[src/rtl/trivium_pkg.sv]
// Shared constants, types and helpers for the Trivium keystream generator.
// Internal state bit i (0-based) holds Trivium state bit s(i+1).
package trivium_pkg;

  localparam int STATE_W             = 288;
  localparam int KEY_W               = 80;
  localparam int IV_W                = 80;
  localparam int INIT_ROUNDS_DEFAULT = 1152;

  // Register boundaries: A = s1..s93, B = s94..s177, C = s178..s288
  localparam int R1_LO = 0;
  localparam int R1_HI = 92;
  localparam int R2_LO = 93;
  localparam int R2_HI = 176;
  localparam int R3_LO = 177;
  localparam int R3_HI = 287;

  // t1 = s66^s93, AND s91&s92, feedback s171
  localparam int T1_TAP_A = 65;
  localparam int T1_TAP_B = 92;
  localparam int T1_AND_A = 90;
  localparam int T1_AND_B = 91;
  localparam int T1_FB    = 170;

  // t2 = s162^s177, AND s175&s176, feedback s264
  localparam int T2_TAP_A = 161;
  localparam int T2_TAP_B = 176;
  localparam int T2_AND_A = 174;
  localparam int T2_AND_B = 175;
  localparam int T2_FB    = 263;

  // t3 = s243^s288, AND s286&s287, feedback s69
  localparam int T3_TAP_A = 242;
  localparam int T3_TAP_B = 287;
  localparam int T3_AND_A = 285;
  localparam int T3_AND_B = 286;
  localparam int T3_FB    = 68;

  typedef logic [STATE_W-1:0] state_t;

  typedef enum logic [1:0] {
    ST_IDLE = 2'd0,
    ST_INIT = 2'd1,
    ST_RUN  = 2'd2
  } fsm_e;

  // Key in s1..s80, IV in s94..s173, ones in s286..s288, zeros elsewhere.
  function automatic state_t load_image(input logic [KEY_W-1:0] key,
                                        input logic [IV_W-1:0]  iv);
    state_t s;
    s                 = '0;
    s[R1_LO +: KEY_W] = key;
    s[R2_LO +: IV_W]  = iv;
    s[R3_HI -: 3]     = 3'b111;
    return s;
  endfunction

endpackage

[src/rtl/trivium_step.sv]
// Combinational chain of WORD_W Trivium rounds. Round k consumes the
// state left by round k-1 and its output bit lands in z[k].
module trivium_step
  import trivium_pkg::*;
#(
  parameter int WORD_W = 8
) (
  input  state_t              state_in,
  output state_t              state_out,
  output logic [WORD_W-1:0]   z
);

  for (genvar k = 0; k < WORD_W; k++) begin : g_round
    state_t s_in;
    state_t s_out;
    logic   t1;
    logic   t2;
    logic   t3;
    logic   f1;
    logic   f2;
    logic   f3;

    if (k == 0) begin : g_first
      assign s_in = state_in;
    end else begin : g_next
      assign s_in = g_round[k-1].s_out;
    end

    assign t1   = s_in[T1_TAP_A] ^ s_in[T1_TAP_B];
    assign t2   = s_in[T2_TAP_A] ^ s_in[T2_TAP_B];
    assign t3   = s_in[T3_TAP_A] ^ s_in[T3_TAP_B];
    assign z[k] = t1 ^ t2 ^ t3;

    assign f1 = t1 ^ (s_in[T1_AND_A] & s_in[T1_AND_B]) ^ s_in[T1_FB];
    assign f2 = t2 ^ (s_in[T2_AND_A] & s_in[T2_AND_B]) ^ s_in[T2_FB];
    assign f3 = t3 ^ (s_in[T3_AND_A] & s_in[T3_AND_B]) ^ s_in[T3_FB];

    // Each register shifts up by one; A takes f3, B takes f1, C takes f2.
    assign s_out = {s_in[R3_HI-1:R3_LO], f2,
                    s_in[R2_HI-1:R2_LO], f1,
                    s_in[R1_HI-1:R1_LO], f3};
  end

  assign state_out = g_round[WORD_W-1].s_out;

endmodule

[src/rtl/trivium_stream.sv]
// Trivium keystream generator: load -> INIT warm-up -> RUN streaming.
// Stream handshake: a word moves when ks_valid && ks_ready at a rising
// edge; while ks_valid=1 and ks_ready=0 the word and state hold. load
// overrides everything and silently drops any pending word.
module trivium_stream
  import trivium_pkg::*;
#(
  parameter int WORD_W      = 8,
  parameter int INIT_ROUNDS = INIT_ROUNDS_DEFAULT
) (
  input  logic              clk,
  input  logic              rst,
  input  logic              load,
  input  logic [KEY_W-1:0]  key,
  input  logic [IV_W-1:0]   iv,
  output logic              busy,
  output logic              ks_valid,
  input  logic              ks_ready,
  output logic [WORD_W-1:0] ks_data
);

  localparam int N_STEPS = INIT_ROUNDS / WORD_W;
  localparam int CNT_W   = $clog2(N_STEPS + 1);

  fsm_e              fsm_q, fsm_d;
  logic [CNT_W-1:0]  cnt_q, cnt_d;
  state_t            state_q, state_d;
  logic              busy_q, busy_d;
  logic              ks_valid_q, ks_valid_d;
  logic [WORD_W-1:0] ks_data_q, ks_data_d;

  state_t            step_state;
  logic [WORD_W-1:0] step_z;

  trivium_step #(.WORD_W(WORD_W)) u_step (
    .state_in  (state_q),
    .state_out (step_state),
    .z         (step_z)
  );

  // Next-state logic: load wins, otherwise advance per FSM state.
  always_comb begin
    fsm_d      = fsm_q;
    cnt_d      = cnt_q;
    state_d    = state_q;
    ks_valid_d = ks_valid_q;
    ks_data_d  = ks_data_q;
    if (load) begin
      state_d    = load_image(key, iv);
      cnt_d      = '0;
      fsm_d      = ST_INIT;
      ks_valid_d = 1'b0;
    end else begin
      case (fsm_q)
        ST_IDLE: ;
        ST_INIT: begin
          state_d = step_state;
          if (cnt_q == CNT_W'(N_STEPS - 1)) begin
            cnt_d = '0;
            fsm_d = ST_RUN;
          end else begin
            cnt_d = cnt_q + 1'b1;
          end
        end
        ST_RUN: begin
          if (!ks_valid_q || ks_ready) begin
            state_d    = step_state;
            ks_data_d  = step_z;
            ks_valid_d = 1'b1;
          end
        end
        default: fsm_d = ST_IDLE;
      endcase
    end
    busy_d = (fsm_d == ST_INIT);
  end

  // State, counter and registered outputs with asynchronous clear.
  always_ff @(posedge clk or negedge rst) begin
    if (!rst) begin
      fsm_q      <= ST_IDLE;
      cnt_q      <= '0;
      state_q    <= '0;
      busy_q     <= 1'b0;
      ks_valid_q <= 1'b0;
      ks_data_q  <= '0;
    end else begin
      fsm_q      <= fsm_d;
      cnt_q      <= cnt_d;
      state_q    <= state_d;
      busy_q     <= busy_d;
      ks_valid_q <= ks_valid_d;
      ks_data_q  <= ks_data_d;
    end
  end

  assign busy     = busy_q;
  assign ks_valid = ks_valid_q;
  assign ks_data  = ks_data_q;

endmodule

[config.mk]
export PLATFORM = sky130hd
export DESIGN_NAME = trivium_stream
export DESIGN_NICKNAME = d
export VERILOG_FILES = /design/src/rtl/trivium_pkg.sv /design/src/rtl/trivium_step.sv /design/src/rtl/trivium_stream.sv
export SDC_FILE = /design/constraint.sdc
export NUM_CORES = 1
export LEC_CHECK = 0
export CAP_MARGIN = 10
export CORE_ASPECT_RATIO = 1.25
export CORE_UTILIZATION = 62
export DETAILED_ROUTE_END_ITERATION = 12
export GPL_TIMING_DRIVEN = 1
export PLACE_DENSITY_LB_ADDON = 0.08
export SYNTH_ARGS = -nofsm -noshare
export SYNTH_HDL_FRONTEND = slang
export SYNTH_HIERARCHICAL = 1
export SYNTH_SLANG_ARGS = --single-unit
[constraint.sdc]
create_clock -name clk -period 3.44 [get_ports clk]
set_input_delay 0.516 -clock clk [delete_from_list [all_inputs] [get_ports clk]]
set_output_delay 0.516 -clock clk [all_outputs]
set_load 0.01 [all_outputs]
==> results.py, run 1 <==
metrics = {
    "status": {
        "outcome": "finished clean",
    },
    "timing": {
        "finalCritPeriodShare": 0.580,
        "finClkSkew_ns": 0.0110,
        "tightest_slew_ns": 0.711,
        "slew_headroom": 0.526,
        "fin_crit_ns": 2.00,
        "setup_viol": 0,
        "rsz0062_at_grt": "no",
        "hold_ws_ns": 0.308,
        "drv_slew": 0,
        "timing.final.hold_violations": 0,
        "fin_setup_tns_ns": 0,
        "fmax_mhz": 501,
        "finalWorstSetupSlack_ns": 1.44,
    },
    "setup_path": {
        "critical_path_class": "reg -> out",
        "cp_slowest_cell": "clkdlybuf4s50_1",
        "crit_path_max_fanout": 2,
        "cp_top_family": "buffers and inverters",
        "r2r_setup_slack_ns": 1.49,
        "critPathRequiredTime_ns": 2.92,
        "crit_arrival_ns": 1.48,
        "crit_path_end_kind": "output port",
        "critPathMaxStageDelay_ns": 0.56,
        "crit_chain": "clkdlybuf4s50_1",
        "cp-start-kind": "flip-flop",
        "path_buf_inv": 1,
    },
    "floorplanning": {
        "rows": 66,
        "die_y_um": 186,
        "initial_core_util": 0.637,
        "io_pins": 174,
        "die-area_mm2": 0.0277,
        "coreArea_mm2": 0.0263,
        "die_w_um": 149,
    },
    "pwr": {
        "p_leak_nw": 7.66,
        "power.density_mw_per_mm2": 483,
        "max-vdd-ir-drop_mv": 0.364,
        "total_power_mw": 8.49,
    },
    "synthesis": {
        "synthCells": 1692,
        "ys_ff_latch": 308,
        "synth_warnings": 6,
        "syn_nets": 1857,
        "post_synth_num_cell_types": 33,
        "postSynthAreaPerCell_um2": 9.92,
        "syn_area_mm2": 0.0168,
        "yosysSeqAreaShare": 0.459,
    },
    "detailed_routing": {
        "drt_iter0_markers": 606,
        "firstDrtPassIters": 4,
        "vias": 9761,
        "wl_um": 31000,
        "drc": 0,
        "via_per_inst": 5.16,
        "drtAntennaViolNets": 0,
        "wl_per_cell_um": 16.4,
    },
    "cells_and_area": {
        "utilization": 0.667,
        "fillers": 2154,
        "layout_commonest_cell": "nand2_1",
        "drive_gt1_frac": 0.0581,
        "final_cell_mix": "nand2_1, dfrtp_1, o21ai_1, clkdlybuf4s50_1, mux2i_1",
        "ff_latch_area_mm2": 0.00771,
        "diodes": 0,
        "areaGrowthSynthToFinish_pct": 4.65,
        "multi_input_area_mm2": 0.00646,
        "nets": 1692,
    },
    "global_routing": {
        "grt_pass1_wl_um": 50700,
        "grt_overflow_total": 0,
        "grt_pass1_vias": 9645,
        "grt.total_usage": 0.233,
        "antenna_found_initial": 0,
        "grt_max_degree": 161,
    },
    "clock_network": {
        "cts_made_buffers": 31,
        "cts_tree": "done",
        "post-cts-setup-buffer-count": 0,
        "clkSlewWorstSetupHoldPaths_ns": 0.06,
        "cts_max_path_buffers": 3,
        "clkSinkCount": 308,
        "clock_latency_ns": 0.54,
        "clockRootBuffer": "clkbuf_16",
        "h-tree-depth": 1,
    },
    "placement": {
        "gp_congestion": 0.788,
        "dp_hpwl_um": 21100,
        "dp_slack_ns": 0.991,
        "portBuffers": 173,
    },
    "run": {
        "cap_violations": 0,
    },
    "min_path": {
        "hp-class": "in -> reg",
    },
}
[registers in the layout (all words and copies together) (netlist names)]
name,count
cnt_q,8
busy,1
fsm_q,2
state_q,288
ks_data,8
ks_valid,1
[layer usage]
layer  track usage  share of wire
met1         0.323           0.45
met2         0.386           0.49
met3        0.0409          0.041
met4        0.0473          0.016
met5             0              0
[cell type report]
cell class,count,area share
clock inverters,15,0.00905
well taps,340,0.0242
multi-input cells,999,0.368
flip-flops and latches,308,0.439
repair buffers,187,0.112
clock buffers,41,0.0486
[per-stage QoR]
stage	area, µm²	cells
after global routing	17600	1890
after floorplan	16800	1692
after CTS	17600	1890
final	17600	1890
after detailed placement	16500	1833
after global placement	16500	1833
[power breakdown]
part / internal, mW / total (mW) / switching, mW
logic: 0.600 / 1.04 / 0.435
clock network: 1.96 / 3.35 / 1.39
registers: 3.90 / 4.10 / 0.203
[cells by family after synthesis]
family / after synthesis / share of synthesized area
and+or+nand+nor: 469 / 0.126
buffers and inverters: 385 / 0.156
DFF: 308 / 0.459
AOI/OAI and AO/OA: 301 / 0.0923
muxes: 170 / 0.102
xor gates and xnor gates: 58 / 0.0639
adders and majority gates: 1 / 0.000745
[Yosys cell counts, drive strengths merged]
| master | instances | area, µm² |
|---|---|---|
| nor2b | 2 | 12.5 |
| mux2i | 161 | 1610 |
| xnor3 | 8 | 180 |
| o21ai | 288 | 1440 |
| a31oi | 3 | 18.8 |
| nand2 | 319 | 1200 |
| dfrtp | 308 | 7710 |
| ha | 1 | 12.5 |
| and2 | 2 | 12.5 |
| nand3 | 2 | 10.0 |
| and3 | 2 | 12.5 |
| clkbuf | 31 | 116 |
| a211oi | 2 | 32.5 |
| o21bai | 2 | 15.0 |
| nand2b | 129 | 807 |
| xor2 | 1 | 8.76 |
| a41oi | 2 | 17.5 |
| xnor2 | 25 | 309 |
| nand4 | 1 | 6.26 |
| nor2 | 11 | 43.8 |
| a21oi | 3 | 15.0 |
| a22o | 1 | 8.76 |
| mux2 | 9 | 101 |
| buf | 354 | 2500 |
| nor4b | 1 | 8.76 |
| xor3 | 24 | 574 |
[worst paths after layout]
check / startpoint / to / cells past startpoint
min in group asynchronous: rst / state_q[200]$_DFFE_PN0P_ / 2
min: load / ks_valid$_DFFE_PN0P_ / 2
max in group asynchronous: rst / state_q[15]$_DFFE_PN0P_ / 3
max reg2reg: fsm_q[1]$_DFF_PN0_ / state_q[110]$_DFFE_PN0P_ / 6
max: ks_data[4]$_DFFE_PN0P_ / ks_data[4] / 1
min reg2reg: state_q[246]$_DFFE_PN0P_ / state_q[246]$_DFFE_PN0P_ / 2
[what timing repair did]
action,in CTS,in global routing
hold endpoints to repair,31,0
gates resized for setup,0,0
hold buffers,1,0
No activity file was read; power rests on OpenSTA's default activity.
==> inputs of run 2 (changes only) <==
- CORE_UTILIZATION: 62 -> 58
- clock period: 3.44 -> 2 ns (I/O delays scaled with it)
==> results.py, run 2 (synthesis gave the netlist of run 1 again) <==
metrics = {
    "timing": {
        "setup_viol": 0,
        "slew_headroom": 0.625,
        "finalWorstSetupSlack_ns": 0.234,
        "tightest_slew_ns": 0.562,
        "finClkSkew_ns": 0.0133,
        "timing.final.hold_violations": 0,
        "finalCritPeriodShare": 0.883,
        "rsz0062_at_grt": "no",
        "drv_slew": 0,
        "fmax_mhz": 566,
        "fin_crit_ns": 1.77,
    },
    "setup_path": {
        "critical_path_class": "reg -> out",
        "cp_slowest_cell": "clkdlybuf4s50_1",
        "critPathRequiredTime_ns": 1.70,
        "crit_path_end_kind": "output port",
        "crit_path_max_fanout": 2,
        "cp-start-kind": "flip-flop",
        "crit_chain": "clkdlybuf4s50_1",
        "crit_arrival_ns": 1.47,
        "path_buf_inv": 1,
        "critPathMaxStageDelay_ns": 0.57,
        "cp_top_family": "buffers and inverters",
    },
    "clock_network": {
        "cts_tree": "done",
        "clock_latency_ns": 0.51,
        "cts_resized": 0,
        "clockRootBuffer": "clkbuf_16",
        "cts_hold_buf": 1,
        "clkSlewWorstSetupHoldPaths_ns": 0.06,
        "cts_max_path_buffers": 3,
        "h-tree-depth": 2,
        "clkSinkCount": 308,
        "cts_made_buffers": 34,
        "post-cts-setup-buffer-count": 0,
    },
    "floorplanning": {
        "die_y_um": 192,
        "coreArea_mm2": 0.0284,
        "io_pins": 174,
        "rows": 69,
        "die-area_mm2": 0.0296,
        "die_w_um": 154,
        "initial_core_util": 0.591,
    },
    "cells_and_area": {
        "diodes": 0,
        "largest-register": "state_q",
        "areaGrowthSynthToFinish_pct": 7.71,
        "final_cell_mix": "nand2_1, dfrtp_1, o21ai_1, clkdlybuf4s50_1, mux2i_1",
        "largest_register_ffs": 288,
        "utilization": 0.636,
        "nets": 1725,
        "fin_area_mm2": 0.0181,
        "layout_commonest_cell": "nand2_1",
        "fillers": 2342,
        "drive_gt1_frac": 0.0789,
    },
    "pwr": {
        "power.density_mw_per_mm2": 852,
        "max-vdd-ir-drop_mv": 0.639,
        "p_leak_nw": 7.93,
    },
    "detailed_routing": {
        "met1_length_um": 14400,
        "drc": 0,
        "drt_iter0_markers": 574,
        "drtAntennaViolNets": 0,
        "vias": 9987,
        "top_layer": "met4",
        "via_per_inst": 5.15,
        "firstDrtPassIters": 5,
        "wl_per_cell_um": 16.8,
        "route.met2.wl_um": 16200,
        "wl_um": 32600,
        "wl_met3_um": 1440,
    },
    "global_routing": {
        "grt_pass1_vias": 9913,
        "grt_max_degree": 68,
        "grt_pass1_wl_um": 53400,
        "grt.total_usage": 0.231,
        "antenna_found_initial": 0,
        "grt_overflow_total": 0,
    },
    "run": {
        "cap_violations": 0,
    },
    "placement": {
        "portBuffers": 173,
        "dpl_cell_area_mm2": 0.0169,
        "dp_hpwl_um": 22900,
        "dp_slack_ns": -0.0431,
        "gp_congestion": 0.809,
    },
    "status": {
        "outcome": "finished clean",
    },
    "min_path": {
        "hp-class": "in -> reg",
    },
}
run 2: changes by cell type in the layout (fill, tap and decap cells not counted):
cell | previous run | this run
clkbuf_8 | 4 | 7
clkinv_2 | 9 | 6
clkinvlp_4 | 2 | 1
buf_4 | 4 | 26
clkbuf_16 | 31 | 37
buf_12 | 9 | 17
run 2: power by group:
group	leakage, nW	total [mW]	switching [mW]	internal (mW)
Combinational	3.47	1.81	0.750	1.06
Clock	0.584	6.53	2.51	4.02
Sequential	3.88	7.06	0.355	6.70
run 2: final cells by class:
type | count | area [µm²] | share of cell area
Multi-Input combinational cell | 999 | 6460 | 0.357
Tap cell | 355 | 444 | 0.0246
Timing Repair Buffer | 217 | 2290 | 0.127
Clock buffer | 50 | 1040 | 0.0578
Sequential cell | 308 | 7710 | 0.426
Clock inverter | 11 | 136 | 0.00754
run 2: worst paths after layout:
kind	from	to	slack (ns)	cells past startpoint
min in group asynchronous	rst	state_q[184]$_DFFE_PN0P_	0.31	2
setup reg to reg	cnt_q[0]$_DFFE_PN0P_	cnt_q[5]$_DFFE_PN0P_	0.24	5
setup / recovery	ks_data[7]$_DFFE_PN0P_	ks_data[7]	0.23	1
max in group asynchronous	rst	state_q[128]$_DFFE_PN0P_	0.96	3
hold reg to reg	state_q[224]$_DFFE_PN0P_	state_q[224]$_DFFE_PN0P_	0.48	2
hold / removal	load	ks_valid$_DFFE_PN0P_	0.16	2
run 2: through the flow:
step	setup TNS, ns	total power [mW]	instances	hold WS, ns
6_report	0	15.4	1940	0.160
4_1_cts	0	15.6	1940	0.150
3_3_place_gp	-0.0199	8.95	1878	0.271
2_1_floorplan	0	8.85	1692	0.00441
5_1_grt	0	16.0	1940	0.168
3_5_place_dp	-0.678	9.00	1878	0.268
run 2: routing by layer:
layer,global-route usage,vias to the layer above
met1,0.306,4749
met2,0.394,161
met5,0,-
li1,-,5036
met3,0.0406,41
met4,0.0554,0
==> inputs of run 3 (changes only) <==
- GPL_ROUTABILITY_DRIVEN: default -> 1
- GPL_TIMING_DRIVEN: 1 -> 0
==> results.py, run 3 (synthesis gave the netlist of run 1 again) <==
metrics = {
    "status": {
        "outcome": "finished clean",
    },
    "timing": {
        "fin_crit_ns": 1.92,
        "timing.final.hold_violations": 0,
        "fmax_mhz": 520,
        "setup_viol": 0,
        "fin_setup_tns_ns": 0,
        "slew_headroom": 0.576,
        "tightest_slew_ns": 0.636,
        "finClkSkew_ns": 0.0134,
        "drv_slew": 0,
        "finalCritPeriodShare": 0.961,
    },
    "setup_path": {
        "crit_path_end_kind": "flip-flop",
        "crit_arrival_ns": 2.32,
        "cp_slowest_cell": "clkdlybuf4s50_1",
        "critical_path_class": "in -> reg",
        "critPathMaxStageDelay_ns": 0.56,
        "crit_chain": "clkdlybuf4s50_1 -> buf_2 -> buf_2 -> buf_2 -> mux2i_1 -> o21ai_1",
        "reg2reg_from": "fsm_q[1]$_DFF_PN0_",
        "r2r_setup_slack_ns": 0.14,
        "cp_top_family": "buffers and inverters",
        "crit_path_max_fanout": 10,
        "crit_start": "load",
        "rr_worst_depth": 6,
        "critPathRequiredTime_ns": 2.39,
        "critPathMostFrequentCell": "buf_2",
        "crit_cells": 6,
        "path_buf_inv": 4,
        "cp-start-kind": "input pin",
    },
    "detailed_routing": {
        "drtAntennaViolNets": 0,
        "via_per_inst": 5.09,
        "drt_iter0_markers": 582,
        "firstDrtPassIters": 5,
        "wl_per_cell_um": 16.7,
        "drc": 0,
        "vias": 11661,
        "wl_um": 38200,
    },
    "cells_and_area": {
        "drive_gt1_frac": 0.232,
        "layout_commonest_cell": "nand2_1",
        "final_cell_mix": "nand2_1, dfrtp_1, buf_4, o21ai_1, clkdlybuf4s50_1",
        "largest-register": "state_q",
        "nets": 2072,
        "largest_register_ffs": 288,
        "areaGrowthSynthToFinish_pct": 20.7,
        "fin_cells": 2289,
    },
    "floorplanning": {
        "io_pins": 174,
        "die_y_um": 192,
        "rows": 69,
        "die_w_um": 154,
        "coreArea_mm2": 0.0284,
        "initial_core_util": 0.591,
        "die-area_mm2": 0.0296,
    },
    "pwr": {
        "p_int_mw": 12.1,
        "switching_share": 0.240,
        "p_sw_mw": 3.82,
        "comb_power_share": 0.163,
        "seqPwrFrac": 0.444,
        "p_leak_nw": 9.50,
        "power.density_mw_per_mm2": 784,
        "max-vdd-ir-drop_mv": 1.21,
        "p_clk_frac": 0.393,
    },
    "run": {
        "cap_violations": 0,
    },
    "global_routing": {
        "grt.total_usage": 0.269,
        "grt_overflow_total": 0,
        "grt_pass1_wl_um": 62200,
        "antenna_found_initial": 1,
        "grt_max_degree": 116,
        "grt_pass1_vias": 12127,
    },
    "placement": {
        "portBuffers": 173,
        "dp_cells": 2223,
        "dp_hpwl_um": 27600,
        "gp_congestion": 0.837,
    },
    "clock_network": {
        "cts_tree": "done",
        "clkSlewWorstSetupHoldPaths_ns": 0.06,
        "cts_max_path_buffers": 3,
        "h-tree-depth": 2,
        "clock_latency_ns": 0.52,
        "cts_made_buffers": 34,
        "clockRootBuffer": "clkbuf_16",
        "clkSinkCount": 308,
    },
    "min_path": {
        "hp-class": "in -> async",
    },
}
run 3: cell types whose count changed in the layout (fill, tap and decap cells not counted), sizes merged:
cell           change
clkinv             -2
clkbuf            +57
bufinv             -1
diode              +1
buf              +292
clkdlybuf4s50      +1
inv                +1
run 3: power by group through the flow:
stage | clock, mW | sequential, mW | combinational [mW]
after floorplan | 0 | 7.05 | 1.80
after global placement | 0 | 7.16 | 2.51
after detailed placement | 0 | 7.16 | 2.58
after CTS | 6.39 | 7.06 | 2.61
after global routing | 6.62 | 7.11 | 2.79
final | 6.25 | 7.06 | 2.58
run 3: per-stage QoR:
step / worst slack [ns] / area [µm²] / utilization / power (mW) / hold slack (ns)
final: 0.0784 / 20300 / 0.713 / 15.9 / 0.218
after floorplan: 0.405 / 16800 / - / 8.85 / 0.00441
after global routing: -0.00793 / 20300 / 0.713 / 16.5 / 0.233
after global placement: -12.93 / 19000 / 0.668 / 9.67 / 0.465
after detailed placement: -0.685 / 19000 / 0.671 / 9.74 / 0.154
after CTS: 0.000326 / 20200 / 0.711 / 16.1 / 0.217
run 3: layer usage:
| metal | global-route usage | routed length, µm |
|---|---|---|
| met5 | 0 | 0 |
| met4 | 0.134 | 1610 |
| met3 | 0.0487 | 1730 |
| met1 | 0.323 | 15800 |
| met2 | 0.467 | 19100 |
run 3: layout make-up:
class,count,area (µm²)
antenna,1,2.50
buffer,385,2690
clock buffer,53,992
clock inverter,9,120
fill,2202,8140
multi-input combinational,999,6460
sequential,308,7710
tap,355,444
timing repair buffer,179,1840
run 3: worst reg2reg max path: cells and delay by family (launching register included):
family | cells | cell delay, ns
AND/OR/NAND/NOR | 1 | 0.20
buffers and inverters | 3 | 0.70
flip-flops | 1 | 0.39
AO/OA/AOI/OAI | 2 | 0.41
run 3: timing repair:
item	in CTS	in global routing
hold endpoints to repair	21	0
pin swaps	1	0
setup endpoints to repair	254	251
hold buffers	1	0
gates resized for setup	2	45
setup buffers	2	0
run 3: final timing paths:
check | endpoint
max in group asynchronous | state_q[3]$_DFFE_PN0P_
worst max-delay path | state_q[110]$_DFFE_PN0P_
worst min register to register | state_q[139]$_DFFE_PN0P_
worst min-delay path | state_q[198]$_DFFE_PN0P_
min in group clk | state_q[93]$_DFFE_PN0P_
worst max register to register | state_q[268]$_DFFE_PN0P_
